--- config.mk ---
export PLATFORM = sky130hd
export DESIGN_NAME = hazard_stall_unit
export DESIGN_NICKNAME = d
export VERILOG_FILES = /design/src/rtl/hazard_pkg.sv /design/src/rtl/hazard_match.sv /design/src/rtl/hazard_stall_unit.sv
export SDC_FILE = /design/constraint.sdc
export NUM_CORES = 1
export LEC_CHECK = 0
export BUFFER_PORTS_ARGS = -buffer_cell sky130_fd_sc_hd__clkbuf_2
export CAP_MARGIN = 40
export CORE_ASPECT_RATIO = 1.1
export CORE_MARGIN = 5
export CORE_UTILIZATION = 40
export CTS_CLUSTER_SIZE = 10
export DETAILED_ROUTE_END_ITERATION = 8
export HOLD_SLACK_MARGIN = 0.12
export PLACE_DENSITY_LB_ADDON = 0.25
export SLEW_MARGIN = 20
export SYNTH_ARGS = -nofsm -noshare
export SYNTH_HDL_FRONTEND = slang
export SYNTH_SLANG_ARGS = --single-unit
export TNS_END_PERCENT = 30
--- constraint.sdc ---
create_clock -name Clk -period 3.8 [get_ports Clk]
set_clock_uncertainty 0.05 [all_clocks]
set_input_delay 0 -clock Clk [delete_from_list [all_inputs] [get_ports Clk]]
set_output_delay 0 -clock Clk [all_outputs]
set_load 0.05 [all_outputs]
--- src/rtl/hazard_pkg.sv ---
// Shared constants and state encoding for the ID-stage hazard/stall unit.
package hazard_pkg;

    localparam int          REG_ADDR_W = 5;
    localparam int unsigned REG_ZERO   = 0;

    typedef enum logic {
        ST_IDLE  = 1'b0,
        ST_STALL = 1'b1
    } state_t;

endpackage

--- src/rtl/hazard_match.sv ---
// Combinational source/destination register comparator; register 0 never matches.
module hazard_match
    import hazard_pkg::*;
#(
    parameter int ADDR_W = REG_ADDR_W
) (
    input  logic [ADDR_W-1:0] i_rs,
    input  logic              i_use_rs,
    input  logic [ADDR_W-1:0] i_rt,
    input  logic              i_use_rt,
    input  logic [ADDR_W-1:0] i_write_reg,
    input  logic              i_reg_write,
    output logic              o_match
);

    logic w_dest_valid;
    logic w_rs_hit;
    logic w_rt_hit;

    assign w_dest_valid = i_reg_write && (i_write_reg != ADDR_W'(REG_ZERO));
    assign w_rs_hit     = i_use_rs && (i_rs == i_write_reg);
    assign w_rt_hit     = i_use_rt && (i_rt == i_write_reg);
    assign o_match      = w_dest_valid && (w_rs_hit || w_rt_hit);

endmodule

--- src/rtl/hazard_stall_unit.sv ---
// ID-stage hazard detection: bubble select, PC/IF-ID write enables and IF/ID flush.
// Optional performance counters are enabled with the HAZARD_PERF_EN macro.
module hazard_stall_unit #(
    parameter int REG_ADDR_W  = hazard_pkg::REG_ADDR_W,
    parameter int LU_BR_STALL = 2,
    parameter int CNT_W       = 2,
    parameter int PERF_W      = 32
) (
    input  logic                  Clk,
    input  logic                  Rst,
    input  logic [REG_ADDR_W-1:0] ID_Rs,
    input  logic [REG_ADDR_W-1:0] ID_Rt,
    input  logic                  ID_UseRs,
    input  logic                  ID_UseRt,
    input  logic                  ID_Branch,
    input  logic                  ID_JR,
    input  logic                  ID_Taken,
    input  logic [REG_ADDR_W-1:0] EX_WriteReg,
    input  logic                  EX_RegWrite,
    input  logic                  EX_MemRead,
    input  logic [REG_ADDR_W-1:0] MEM_WriteReg,
    input  logic                  MEM_RegWrite,
    input  logic                  MEM_MemRead,
    output logic                  Hazard,
    output logic                  PCWrite,
    output logic                  IFIDWrite,
    output logic                  IFIDFlush,
    output logic [PERF_W-1:0]     StallCycles,
    output logic [PERF_W-1:0]     FlushCount
);
    import hazard_pkg::*;

    localparam logic [CNT_W:0] N_ONE = (CNT_W+1)'(1);

    state_t           r_state;
    logic [CNT_W-1:0] r_cnt;

    logic             w_m_ex;
    logic             w_m_mem;
    logic             w_br;
    logic [CNT_W:0]   w_n;
    logic             w_stall;

    hazard_match #(.ADDR_W(REG_ADDR_W)) u_match_ex (
        .i_rs        (ID_Rs),
        .i_use_rs    (ID_UseRs),
        .i_rt        (ID_Rt),
        .i_use_rt    (ID_UseRt),
        .i_write_reg (EX_WriteReg),
        .i_reg_write (EX_RegWrite),
        .o_match     (w_m_ex)
    );

    hazard_match #(.ADDR_W(REG_ADDR_W)) u_match_mem (
        .i_rs        (ID_Rs),
        .i_use_rs    (ID_UseRs),
        .i_rt        (ID_Rt),
        .i_use_rt    (ID_UseRt),
        .i_write_reg (MEM_WriteReg),
        .i_reg_write (MEM_RegWrite),
        .o_match     (w_m_mem)
    );

    assign w_br = ID_Branch || ID_JR;

    // Stall length is decided only in IDLE; STALL ignores detection inputs.
    always_comb begin
        w_n = '0;
        if (r_state == ST_IDLE) begin
            if (EX_MemRead && w_m_ex) begin
                w_n = w_br ? (CNT_W+1)'(LU_BR_STALL) : N_ONE;
            end else if (w_br && w_m_ex) begin
                w_n = N_ONE;
            end else if (w_br && w_m_mem && MEM_MemRead) begin
                w_n = N_ONE;
            end
        end
    end

    assign w_stall   = !Rst && ((r_state == ST_STALL) || (w_n != '0));
    assign Hazard    = w_stall;
    assign PCWrite   = !w_stall;
    assign IFIDWrite = !w_stall;
    assign IFIDFlush = !Rst && ID_Taken && !w_stall;

    always_ff @(posedge Clk) begin
        if (Rst) begin
            r_state <= ST_IDLE;
            r_cnt   <= '0;
        end else if (r_state == ST_IDLE) begin
            if (w_n > N_ONE) begin
                r_state <= ST_STALL;
                r_cnt   <= CNT_W'(w_n - N_ONE);
            end
        end else begin
            r_cnt <= r_cnt - CNT_W'(1);
            if (r_cnt <= CNT_W'(1)) begin
                r_state <= ST_IDLE;
            end
        end
    end

`ifdef HAZARD_PERF_EN
    logic [PERF_W-1:0] r_stall_cycles;
    logic [PERF_W-1:0] r_flush_count;

    always_ff @(posedge Clk) begin
        if (Rst) begin
            r_stall_cycles <= '0;
            r_flush_count  <= '0;
        end else begin
            if (Hazard) begin
                r_stall_cycles <= r_stall_cycles + PERF_W'(1);
            end
            if (IFIDFlush) begin
                r_flush_count <= r_flush_count + PERF_W'(1);
            end
        end
    end

    assign StallCycles = r_stall_cycles;
    assign FlushCount  = r_flush_count;
`else
    assign StallCycles = '0;
    assign FlushCount  = '0;
`endif

endmodule

# [Word-level counts from Yosys, hierarchy flattened]
# Cells that the tools add are included.
[classes] n_reduce_logical=25 magnitude_cmp=2 n_addsub=2 eq_ne=4 muxes=10
[ops] cell="5-bit == test" count=4
[ops] cell="1-bit logical AND" count=15
[ops] cell="2-bit 2-to-1 mux" count=5
[ops] cell="5-bit nonzero test" count=2
[ops] cell="1-bit 2-to-1 mux" count=5
[ops] cell="1-bit logical OR" count=4
[ops] cell="2-bit by 1-bit subtractor with 2-bit output (second input constant)" count=2
[ops] cell="3-bit nonzero test" count=1
[ops] cell="2-bit by 1-bit greater-than comparator with 1-bit output (second input constant)" count=1
[ops] cell="2-bit by 1-bit <= comparator with 1-bit output (second input constant)" count=1
[ops] cell="1-bit zero test" count=2
[ops] cell="2-bit nonzero test" count=1
[totals] output_inout_bits=68 input_bits=31 ff_bits=3 word_cells=45

# [Longest topological paths before layout]
# Gate-level depths: netlist (run 1).
[logic_depth] ltp_word=15 ltp_mapped=12 ltp_nobuf=12

# [Cells and area by module]
# A second synthesis (run 1) with hierarchy kept.
[hier_totals] hier_cells=133 hier_area_um2=1033.5
[modules_own_cells] mod="hazard_stall_unit" instances=1 cells_per_inst=99 area_per_inst_um2=765.7
[modules_own_cells] mod="hazard_match" instances=2 cells_per_inst=17 area_per_inst_um2=133.9

# [Worst setup path before layout (run 1)]
# OpenSTA, ideal clock, no wires.
[synth_path] path_type="input-to-reg" start="input port EX_WriteReg[0]" end="register r_cnt[1]" required_time_ns=3.654 setup_ns=0.096 arrival_ns=2.145 path_stages=10 path_slack_ns=1.509 n_path_buf=0 cell_sequence="or4_1 -> o21ai_1 -> o21bai_2 -> mux2_4 -> ha_1 -> nor2_1 -> a21oi_1 -> or4_1 -> o32a_1 -> o41ai_2"
[synth_between] elab_chain_cells=11 elab_cells_between_ends=18 cone_classes="add/sub: 1; order compare: 1; eq/ne: 2; mux: 5; reduce/logical: 9"
[synth_lines] item="start: declaration" line_no="hazard_stall_unit.sv:18" text="input logic [REG_ADDR_W-1:0] EX_WriteReg,"
[synth_lines] item="5-bit == test (on tied branches)" line_no="hazard_match.sv:21, hazard_match.sv:22"
[synth_lines] item="1-bit logical AND (on tied branches)" line_no="hazard_match.sv:21, hazard_match.sv:22"
[synth_lines] item="1-bit logical OR" line_no="hazard_match.sv:23" text="assign o_match = w_dest_valid && (w_rs_hit || w_rt_hit);"
[synth_lines] item="1-bit logical AND *" line_no="hazard_match.sv:23"
[synth_lines] item="1-bit logical AND" line_no="hazard_stall_unit.sv:72" text="end else if (w_br && w_m_ex) begin"
[synth_lines] item="1-bit 2-to-1 mux" line_no="hazard_stall_unit.sv:72"
[synth_lines] item="2-bit 2-to-1 mux *" line_no="hazard_stall_unit.sv:70" text="if (EX_MemRead && w_m_ex) begin"
[synth_lines] item="2-bit 2-to-1 mux *" line_no="hazard_stall_unit.sv:69" text="if (r_state == ST_IDLE) begin"
[synth_lines] item="2-bit by 1-bit subtractor with 2-bit output" line_no="hazard_stall_unit.sv:93" text="r_cnt <= CNT_W'(w_n - N_ONE);"
[synth_lines] item="2-bit 2-to-1 mux" line_no="hazard_stall_unit.sv:91" text="if (w_n > N_ONE) begin"
[synth_lines] item="2-bit 2-to-1 mux" line_no="hazard_stall_unit.sv:90" text="end else if (r_state == ST_IDLE) begin"
[synth_lines] item="end signal: assignment" line_no="hazard_stall_unit.sv:93"
[synth_lines] item="end signal: assignment" line_no="hazard_stall_unit.sv:96" text="r_cnt <= r_cnt - CNT_W'(1);"
[synth_lines] item="end: declaration" line_no="hazard_stall_unit.sv:36" text="logic [CNT_W-1:0] r_cnt;"
# Mark *: on every way between the ends. The rest lies on a longest branch, timed or not. The select of a mux whose other input is x is not followed.
# A chain may end at the register's enable or synchronous reset.

# [Worst setup path in the final report (run 1)]
[layout_path] start="register r_state" end="register r_cnt[1]"
[layout_between] elab_chain_cells=4 elab_cells_between_ends=6 cone_classes="add/sub: 1; order compare: 1; mux: 3; reduce/logical: 1"
[layout_lines] item="start: declaration" line_no="hazard_stall_unit.sv:35" text="state_t r_state;"
[layout_lines] item="start signal: assignment" line_no="hazard_stall_unit.sv:88" text="r_state <= ST_IDLE;"
[layout_lines] item="start signal: assignment" line_no="hazard_stall_unit.sv:92" text="r_state <= ST_STALL;"
[layout_lines] item="start signal: assignment" line_no="hazard_stall_unit.sv:98" text="r_state <= ST_IDLE;"
[layout_lines] item="2-bit 2-to-1 mux" line_no="hazard_stall_unit.sv:69"
[layout_lines] item="2-bit by 1-bit subtractor with 2-bit output" line_no="hazard_stall_unit.sv:93"
[layout_lines] item="2-bit 2-to-1 mux" line_no="hazard_stall_unit.sv:91"
[layout_lines] item="2-bit 2-to-1 mux" line_no="hazard_stall_unit.sv:90"
# Parallel ways exist; a longest one is shown, timed or not. The select of a mux whose other input is x is not followed.

==> run summary, run 1 <==
Starting Density: 0.414
PortBufs: 34
GR Overflow Total: 0
WHS Path Cells: 4
post-route ant nets: 0
top_reg_cell synth: dfxtp_1
H-tree level count: 1
hold_ws: 158 ps
RSZ-0062 raised after global routing: no
WP data arrival: 2510 ps
Power Dens Cells: 281 nW/µm²
fin crit period: 2420 ps
YS warnings: 0
# clock sinks: 3
vias in the first global route: 722
Post-synth EDFFs: 0
Final setup viols: 0
Inst Count DP: 198
Cell Rows: 19
dpl hpwl: 1.97 mm
share of layout cells above drive strength 1: 0.250
RD Place Congestion: 0.782
Synth Area per Inst: 7.65 µm²
first-pass GRT wire length: 3.02 mm
total number of vias: 781
TritonRoute pass-1 iters: 4
Cell Int Power: 0.0000998 W
CP required: 3890 ps
Mapped Cells: 135
Tot GR Track Use: 0.102
boundary pin count: 99
critical path class: reg -> reg
Post-synth top cells: 65 x buf_4, 16 x xor2_1, 7 x nor2_1
core area: 2500 µm²
count leader, synth: buf_4
Post-CTS Repair Setup Buffers: 0
Worst-Skew Late Latency: 240 ps
Worst-path clk slew: 40 ps
FILL cells: 277
top cell type's share of synthesized area: 0.473
setup TNS: 0 ps
die footprint: 3700 µm²
Routed WL: 2.16 mm
Critical Path Source Type: flop
DR vias/cell: 3.85
Logic pwr share: 0.690
Hold/Removal Path Class: in -> reg
max frequency: 414 MHz
Synth Cell Area: 1030 µm²
Area growth syn-to-layout: -0.606%
Slew Viols, Final: 0
PostCTS Resize Cnt: 0
DRC: 0
register area: 60.1 µm²
Die Ht: 63.3 µm
# diodes: 0
clk buf depth: 2
Pleak: 0.593 nW
number of synthesized register bits: 3
nature of the critical path endpoint: flop
Max Cap Viol: 0
Sequential Power Share: 0.112
r2r worst-path depth: 10
Core Util, Final: 0.411
P_sw: 0.000188 W
Avg WL per Cell: 10.7 µm
Die X-Extent: 58.4 µm
Final Hold Fails: 0
Final Non-Filler Cells: 203
fraction of the cycle the final worst path needs: 0.636
Iteration-0 DRC Markers: 14
area leader, netlist: buf_4
largest net degree at the start of global routing: 8
DP Area: 990 µm²
nets: 207
Num CTS Buffers: 3
antenna violations before repair: 0
Synth cell types: 30
CTS tree: yes
root buffer cell: clkbuf_4
multi-input logic area: 702 µm²
top post-synthesis cells by area: buf_4 47%, xor2_1 14%, dfxtp_1 5.8%
Clock power frac: 0.198
post-synthesis sequential area ratio: 0.0582
cell area after layout: 1030 µm²
CP max FO: 7
status: finished clean
Async SR Flop Fraction: 0
maximum vdd drop: 184 µV
Sw Ratio: 0.653
==> state kept, by name, indices dropped and copies added (netlist names) <==
| name | flops |
|---|---|
| r_cnt | 2 |
| r_state | 1 |
==> cell type report <==
| type | instances | share of cell area |
|---|---|---|
| Multi-Input combinational cell | 125 | 0.684 |
| Timing Repair Buffer | 35 | 0.176 |
| Sequential cell | 3 | 0.0585 |
| Tap cell | 31 | 0.0378 |
| Clock buffer | 4 | 0.0256 |
| Inverter | 5 | 0.0183 |
==> cell usage in the layout (no fill, tap or decap) <==
cell type      netlist  routed
nand2_1              3       3
dlygate4sd3_1        0       1
a221o_1              1       1
ha_1                 3       3
nor4_1               4       4
nor2_1               7       7
clkbuf_2             0      34
clkbuf_1             0       1
xor2_1              16      16
and3_2               1       1
mux2_4               1       1
conb_1               1      64
and4_1               1       1
a21o_1               1       1
and2_1               1       1
o21bai_2             1       1
a21oi_1              2       2
or4_1                2       2
nor3_1               1       1
o31a_1               1       1
dfxtp_1              3       3
inv_1                4       4
xnor2_1              5       5
or2_2                1       1
o31ai_1              1       1
or3_1                1       1
o32a_1               1       1
clkbuf_4             0       3
and3_1               1       1
nand3_1              3       3
inv_2                1       1
o21ai_1              1       1
o41ai_2              1       1
==> power by group through the flow <==
stage / logic (W) / registers [W] / clock network [W]
finish: 0.000199 / 0.0000323 / 0.0000570
global route: 0.000208 / 0.0000323 / 0.0000623
detailed placement: 0.000195 / 0.0000328 / 0
floorplan: 0.000218 / 0.0000327 / 0
CTS: 0.000197 / 0.0000323 / 0.0000595
global placement: 0.000195 / 0.0000328 / 0
==> worst max-delay path, cell delays in order, from the launching register on <==
cell,delay (ps)
dfxtp_1,370
nor2_1,160
nand3_1,120
a221o_1,270
mux2_4,270
ha_1,290
nor2_1,80
a21oi_1,50
or4_1,400
o32a_1,200
o41ai_2,50
==> final timing paths <==
kind / start / slack (ps) / endpoint
worst max-delay path: r_state$_SDFF_PP0_ / 1380 / r_cnt[1]$_SDFFE_PP0P_
worst min-delay path: EX_MemRead / 160 / r_state$_SDFF_PP0_
worst max register to register: r_state$_SDFF_PP0_ / 1380 / r_cnt[1]$_SDFFE_PP0P_
worst min register to register: r_cnt[1]$_SDFFE_PP0P_ / 450 / r_cnt[1]$_SDFFE_PP0P_
==> cell families (layout without fill, tap and decap cells) <==
group	count (synthesis)	after routing	synth area share
xor gates and xnor gates	21	21	0.178
adders and majority gates	3	3	0.0364
muxes	1	1	0.0145
buffers and inverters	70	44	0.491
and+or+nand+nor	26	26	0.135
other	1	64	0.00363
AOI/OAI and AO/OA	10	10	0.0836
DFF	3	3	0.0582
==> metrics by stage <==
stage	worst slack, ps	total power, W
3_3_place_gp	1250	0.000228
4_1_cts	1380	0.000289
3_5_place_dp	1210	0.000228
6_report	1380	0.000288
2_1_floorplan	1510	0.000251
5_1_grt	1240	0.000302
==> timing repair <==
action | in CTS | in global routing
setup endpoints to repair | 0 | 0
hold buffers | 1 | 0
hold endpoints to repair | 3 | 0
==> per-layer routing <==
metal / up-vias / GRT usage / wire (µm)
met5: - / 0 / 0
met2: 58 / 0.158 / 1020
met1: 333 / 0.133 / 835
li1: 386 / - / -
met4: 0 / 0.0348 / 13
met3: 4 / 0.0286 / 295
Note: power is estimated with default switching activity, not from simulation.
==> run 2: changes to the inputs <==
--- a/config.mk
+++ b/config.mk
@@ -9,7 +9,7 @@
 export CAP_MARGIN = 40
 export CORE_ASPECT_RATIO = 1.1
 export CORE_MARGIN = 5
-export CORE_UTILIZATION = 40
+export CORE_UTILIZATION = 33
 export CTS_CLUSTER_SIZE = 10
 export DETAILED_ROUTE_END_ITERATION = 8
 export HOLD_SLACK_MARGIN = 0.12
==> constraint.sdc (replaced) <==
create_clock -name Clk -period 1.9 [get_ports Clk]
set_clock_uncertainty 0.05 [all_clocks]
set_input_delay 0 -clock Clk [delete_from_list [all_inputs] [get_ports Clk]]
set_output_delay 0 -clock Clk [all_outputs]
set_load 0.05 [all_outputs]
==> run 2 against run 1 <==
Net effect:
- the flow now finishes with violations (setup timing)
- clock power rose by 110%
- core utilization fell by 0.19 points
- non-clock buffer count rose by 17
- combinational power rose by 120%
- critical endpoint unchanged
- cell count rose by 9.9%
- routed wire length rose by 1.4%
- first-iteration DRC count fell by 36%
- worst hold slack improved by 13 ps
==> run summary, run 2 (same netlist as run 1, synthesis figures left out) <==
status: finished with violations
failing checks: setup timing
Slew Viols, Final: 0
Logic pwr share: 0.701
antenna violations before repair: 0
P_sw: 0.000386 W
Sw Ratio: 0.631
RD Place Congestion: 0.811
core area: 3020 µm²
boundary pin count: 99
Reg with most FFs: r_cnt
vias in the first global route: 747
fraction of the cycle the final worst path needs: 1.18
fin crit period: 2240 ps
DP Area: 1130 µm²
dpl hpwl: 2.01 mm
max frequency: 446 MHz
Area growth syn-to-layout: 19.8%
global routing met2 resource utilization: 0.147
Hold/Removal Path Class: in -> reg
Worst Slack Setup Final: -342 ps
Clock power frac: 0.194
Tot GR Track Use: 0.0922
top flop regs: r_cnt x2, r_state x1
total number of vias: 842
most frequent cells in the layout: 64 x conb_1, 28 x clkbuf_2, 17 x buf_4, 16 x xor2_1, 6 x nor2_1
met1 Usage GRT: 0.114
CP max FO: 3
largest net degree at the start of global routing: 7
commonest non-fill, non-tap cell in the layout: conb_1
PortBufs: 34
Critical Path Source Type: primary input
Num CTS Buffers: 3
# diodes: 0
Die Ht: 68.7 µm
nets: 224
Routed WL: 2.19 mm
maximum vdd drop: 292 µV
Final Hold Fails: 0
clk buf depth: 2
Max Cap Viol: 0
Power Dens Cells: 495 nW/µm²
die footprint: 4350 µm²
Pleak: 0.699 nW
nature of the critical path endpoint: flop
# clock sinks: 3
setup TNS: -456 ps
Starting Density: 0.342
DR vias/cell: 3.78
WP data arrival: 2340 ps
H-tree level count: 1
DRC: 0
GR Overflow Total: 0
Final setup viols: 4
cell area after layout: 1240 µm²
TritonRoute pass-1 iters: 4
critical path class: in -> reg
Sequential Power Share: 0.105
number of flip-flops under the largest register name: 2
Cell Rows: 21
CP required: 2000 ps
Iteration-0 DRC Markers: 9
Cell Int Power: 0.000225 W
CTS tree: yes
root buffer cell: clkbuf_4
Worst-Skew Late Latency: 240 ps
FILL cells: 321
Worst-path clk slew: 40 ps
Die X-Extent: 63.3 µm
reg2reg setup slack: -320 ps
post-route ant nets: 0
GRT met3 Usage: 0.0405
Top Usage Layer GRT: met2
RSZ-0062 raised after global routing: yes
first-pass GRT wire length: 3.20 mm
Avg WL per Cell: 9.83 µm
share of layout cells above drive strength 1: 0.344
run 2: layout make-up:
class | count | area [µm²] | area share
inverters | 5 | 18.8 | 0.0152
clock buffers | 4 | 26.3 | 0.0213
multi-input cells | 125 | 734 | 0.594
well taps | 34 | 42.5 | 0.0344
repair buffers | 52 | 353 | 0.285
flip-flops and latches | 3 | 61.3 | 0.0496
run 2: timing repair:
action / CTS / global route
gates resized for setup: 12 / 4
hold endpoints to repair: 3 / 0
pin swaps: 14 / 1
endpoints found under the setup margin: 6 / 6
buffers inserted: 0 / 1
hold buffers: 1 / 0
run 2: worst paths after layout:
kind,startpoint,to,depth (start not counted)
worst max-delay path,EX_WriteReg[0],r_cnt[1]$_SDFFE_PP0P_,11
worst min-delay path,EX_MemRead,r_cnt[1]$_SDFFE_PP0P_,4
worst max register to register,r_state$_SDFF_PP0_,r_cnt[1]$_SDFFE_PP0P_,10
worst min register to register,r_cnt[1]$_SDFFE_PP0P_,r_cnt[1]$_SDFFE_PP0P_,2
run 2: power by group through the flow:
stage / logic (W) / clock network [W] / registers (W)
6_report: 0.000428 / 0.000119 / 0.0000644
2_1_floorplan: 0.000438 / 0 / 0.0000654
4_1_cts: 0.000423 / 0.000122 / 0.0000644
5_1_grt: 0.000451 / 0.000140 / 0.0000643
3_3_place_gp: 0.000414 / 0 / 0.0000654
3_5_place_dp: 0.000413 / 0 / 0.0000654
run 2: critical path, cell delays in order:
cell	delay, ps
buf_2	130
or4_4	530
o21ai_2	170
o21bai_4	160
mux2_4	340
ha_4	230
nor2_1	80
a21oi_1	50
or4_1	390
o32a_1	190
o41ai_2	50
run 2: per-stage QoR:
step                hold slack [ps]   util  instances  power [W]  worst slack [ps]
floorplan                      49.6      -        198   0.000504              -364
global placement                244  0.375        217   0.000480              -600
detailed placement              238  0.375        217   0.000479              -606
CTS                             176  0.405        222   0.000609              -331
global route                    184  0.409        223   0.000655              -418
finish                          171  0.409        223   0.000611              -342
run 2: routing by layer:
metal	up-vias	routed length, µm
met3	2	292
met2	55	1120
met5	-	0
li1	420	-
met4	0	4
met1	365	777
==> run 3: changes to the inputs <==
--- a/config.mk
+++ b/config.mk
@@ -9,11 +9,12 @@
 export CAP_MARGIN = 40
 export CORE_ASPECT_RATIO = 1.1
 export CORE_MARGIN = 5
-export CORE_UTILIZATION = 33
+export CORE_UTILIZATION = 40
 export CTS_CLUSTER_SIZE = 10
 export DETAILED_ROUTE_END_ITERATION = 8
 export HOLD_SLACK_MARGIN = 0.12
 export PLACE_DENSITY_LB_ADDON = 0.25
+export RECOVER_POWER = 25
 export SLEW_MARGIN = 20
 export SYNTH_ARGS = -nofsm -noshare
 export SYNTH_HDL_FRONTEND = slang
==> constraint.sdc (replaced) <==
create_clock -name Clk -period 2.8 [get_ports Clk]
set_clock_uncertainty 0.05 [all_clocks]
set_input_delay 0 -clock Clk [delete_from_list [all_inputs] [get_ports Clk]]
set_output_delay 0 -clock Clk [all_outputs]
set_load 0.05 [all_outputs]
==> run 3 against run 2 <==
Net effect:
- the run now ends clean
- routed wire length shrank 1.2%
- register-to-register slack gained 630 ps
- core utilization about the same
- clock-buffer cell count unchanged
- clock power fell by 35%
- worst hold slack lost 12 ps
- die area fell by 15%
- non-clock buffer count decreased by 17
- first-iteration DRC count up 67%
- global-route usage rose by 0.96 points
- critical endpoint unchanged
- highest routed layer unchanged
==> run summary, run 3 (same netlist as run 1, synthesis figures left out) <==
most frequent cells in the layout: 64 x conb_1, 34 x clkbuf_2, 16 x xor2_1, 7 x nor2_1, 5 x xnor2_1
vias in the first global route: 722
maximum vdd drop: 250 µV
CP required: 2890 ps
Tot GR Track Use: 0.102
first-pass GRT wire length: 3.02 mm
Num CTS Buffers: 3
Final setup viols: 0
Final Hold Fails: 0
root buffer cell: clkbuf_4
number of flip-flops under the largest register name: 2
Pleak: 0.585 nW
Routed WL: 2.17 mm
Starting Density: 0.414
R2R Path Start: r_state$_SDFF_PP0_
RD Place Congestion: 0.782
hold_ws: 159 ps
Slew Viols, Final: 0
boundary pin count: 99
Post-CTS Repair Setup Buffers: 0
core area: 2500 µm²
PostCTS Resize Cnt: 0
reg2reg setup slack: 310 ps
GR Overflow Total: 0
CTS tree: yes
# diodes: 0
# clock sinks: 3
multi-input logic area: 698 µm²
antenna violations before repair: 0
fraction of the cycle the final worst path needs: 0.888
Slowest cell on crit path: or4_1
Area growth syn-to-layout: -0.970%
Die X-Extent: 58.4 µm
fin crit period: 2490 ps
total number of vias: 779
WHS Path Cells: 4
commonest non-fill, non-tap cell in the layout: conb_1
Inst Count DP: 198
status: finished clean
Iteration-0 DRC Markers: 15
Final Non-Filler Cells: 203
RSZ-0062 raised after global routing: no
Worst-path clk slew: 40 ps
Avg WL per Cell: 10.7 µm
Power, Total: 0.000390 W
CP max FO: 7
Max Cap Viol: 0
Hold Crit Start: EX_MemRead
post-route ant nets: 0
Critical Path Source Type: flop
WP buf/inv: 0
FILL cells: 278
Cell Rows: 19
dpl hpwl: 1.97 mm
PortBufs: 34
die footprint: 3700 µm²
crit-path most repeated cell: nor2_1
H-tree level count: 1
CP Cell Sequence: nor2_1, nand3_1, a221o_1, mux2_1, ha_1, nor2_1, a21oi_1, or4_1, o32a_1, o41ai_2
r2r worst-path depth: 10
top flop regs: r_cnt x2, r_state x1
Worst-Skew Late Latency: 240 ps
DRC: 0
register area: 60.1 µm²
FF-to-FF End: r_cnt[1]$_SDFFE_PP0P_
DR vias/cell: 3.84
TritonRoute pass-1 iters: 4
largest net degree at the start of global routing: 8
share of layout cells above drive strength 1: 0.244
Die Ht: 63.3 µm
nature of the critical path endpoint: flop
clk buf depth: 2
setup TNS: 0 ps
Reg with most FFs: r_cnt
nets: 207
max frequency: 402 MHz
Top Family by Delay on Critical Path: simple AND/OR/NAND/NOR gates
WP data arrival: 2580 ps
crit-path max cell delay: 400 ps
critical path class: reg -> reg
Power Dens Cells: 382 nW/µm²
Hold/Removal Path Class: in -> reg
Worst Hold Path EP: r_state$_SDFF_PP0_
-- run 3: power breakdown --
| group | internal, W | switching [W] | leakage (nW) | total, W |
|---|---|---|---|---|
| combinational | 0.0000382 | 0.000231 | 0.546 | 0.000269 |
| sequential | 0.0000435 | 0.000000360 | 0.0242 | 0.0000438 |
| clock | 0.0000535 | 0.0000239 | 0.0150 | 0.0000774 |
-- run 3: worst max path at each step --
stage                                  start                    end  slack [ps]  depth (start not counted)
final                     r_state$_SDFF_PP0_  r_cnt[1]$_SDFFE_PP0P_         310                         10
after global routing      r_state$_SDFF_PP0_  r_cnt[1]$_SDFFE_PP0P_         150                         10
after CTS                 r_state$_SDFF_PP0_  r_cnt[1]$_SDFFE_PP0P_         380                         10
after detailed placement      EX_WriteReg[0]  r_cnt[1]$_SDFFE_PP0P_         210                         11
after global placement        EX_WriteReg[0]  r_cnt[1]$_SDFFE_PP0P_         250                         11
after floorplan               EX_WriteReg[0]  r_cnt[1]$_SDFFE_PP0P_         510                         10
-- run 3: per-stage QoR --
stage	setup slack, ps	utilization	cell area [µm²]
after detailed placement	214	0.396	990
final	315	0.410	1020
after floorplan	509	-	1270
after CTS	384	0.411	1030
after global routing	153	0.410	1020
after global placement	247	0.396	990
-- run 3: final cells by class --
cell class              instances  area share
well taps                      31      0.0379
flip-flops and latches          3      0.0588
multi-input cells             125       0.683
clock buffers                   4      0.0257
inverters                       5      0.0184
repair buffers                 35       0.176
-- run 3: worst reg2reg max path, cell delays in order, from the launching register on --
cell	delay [ps]
dfxtp_1	370
nor2_1	160
nand3_1	120
a221o_1	270
mux2_1	330
ha_1	300
nor2_1	80
a21oi_1	50
or4_1	400
o32a_1	200
o41ai_2	50
-- run 3: what timing repair did --
item | 4_1_cts | 5_1_grt
hold endpoints to repair | 3 | 0
hold buffers | 1 | 0
setup endpoints to repair | 0 | 0
-- run 3: per-layer routing --
metal / track usage / routed length (µm) / vias up
met2: 0.158 / 1020 / 56
met5: 0 / 0 / -
met3: 0.0286 / 291 / 4
li1: - / - / 386
met1: 0.133 / 843 / 333
met4: 0.0348 / 13 / 0
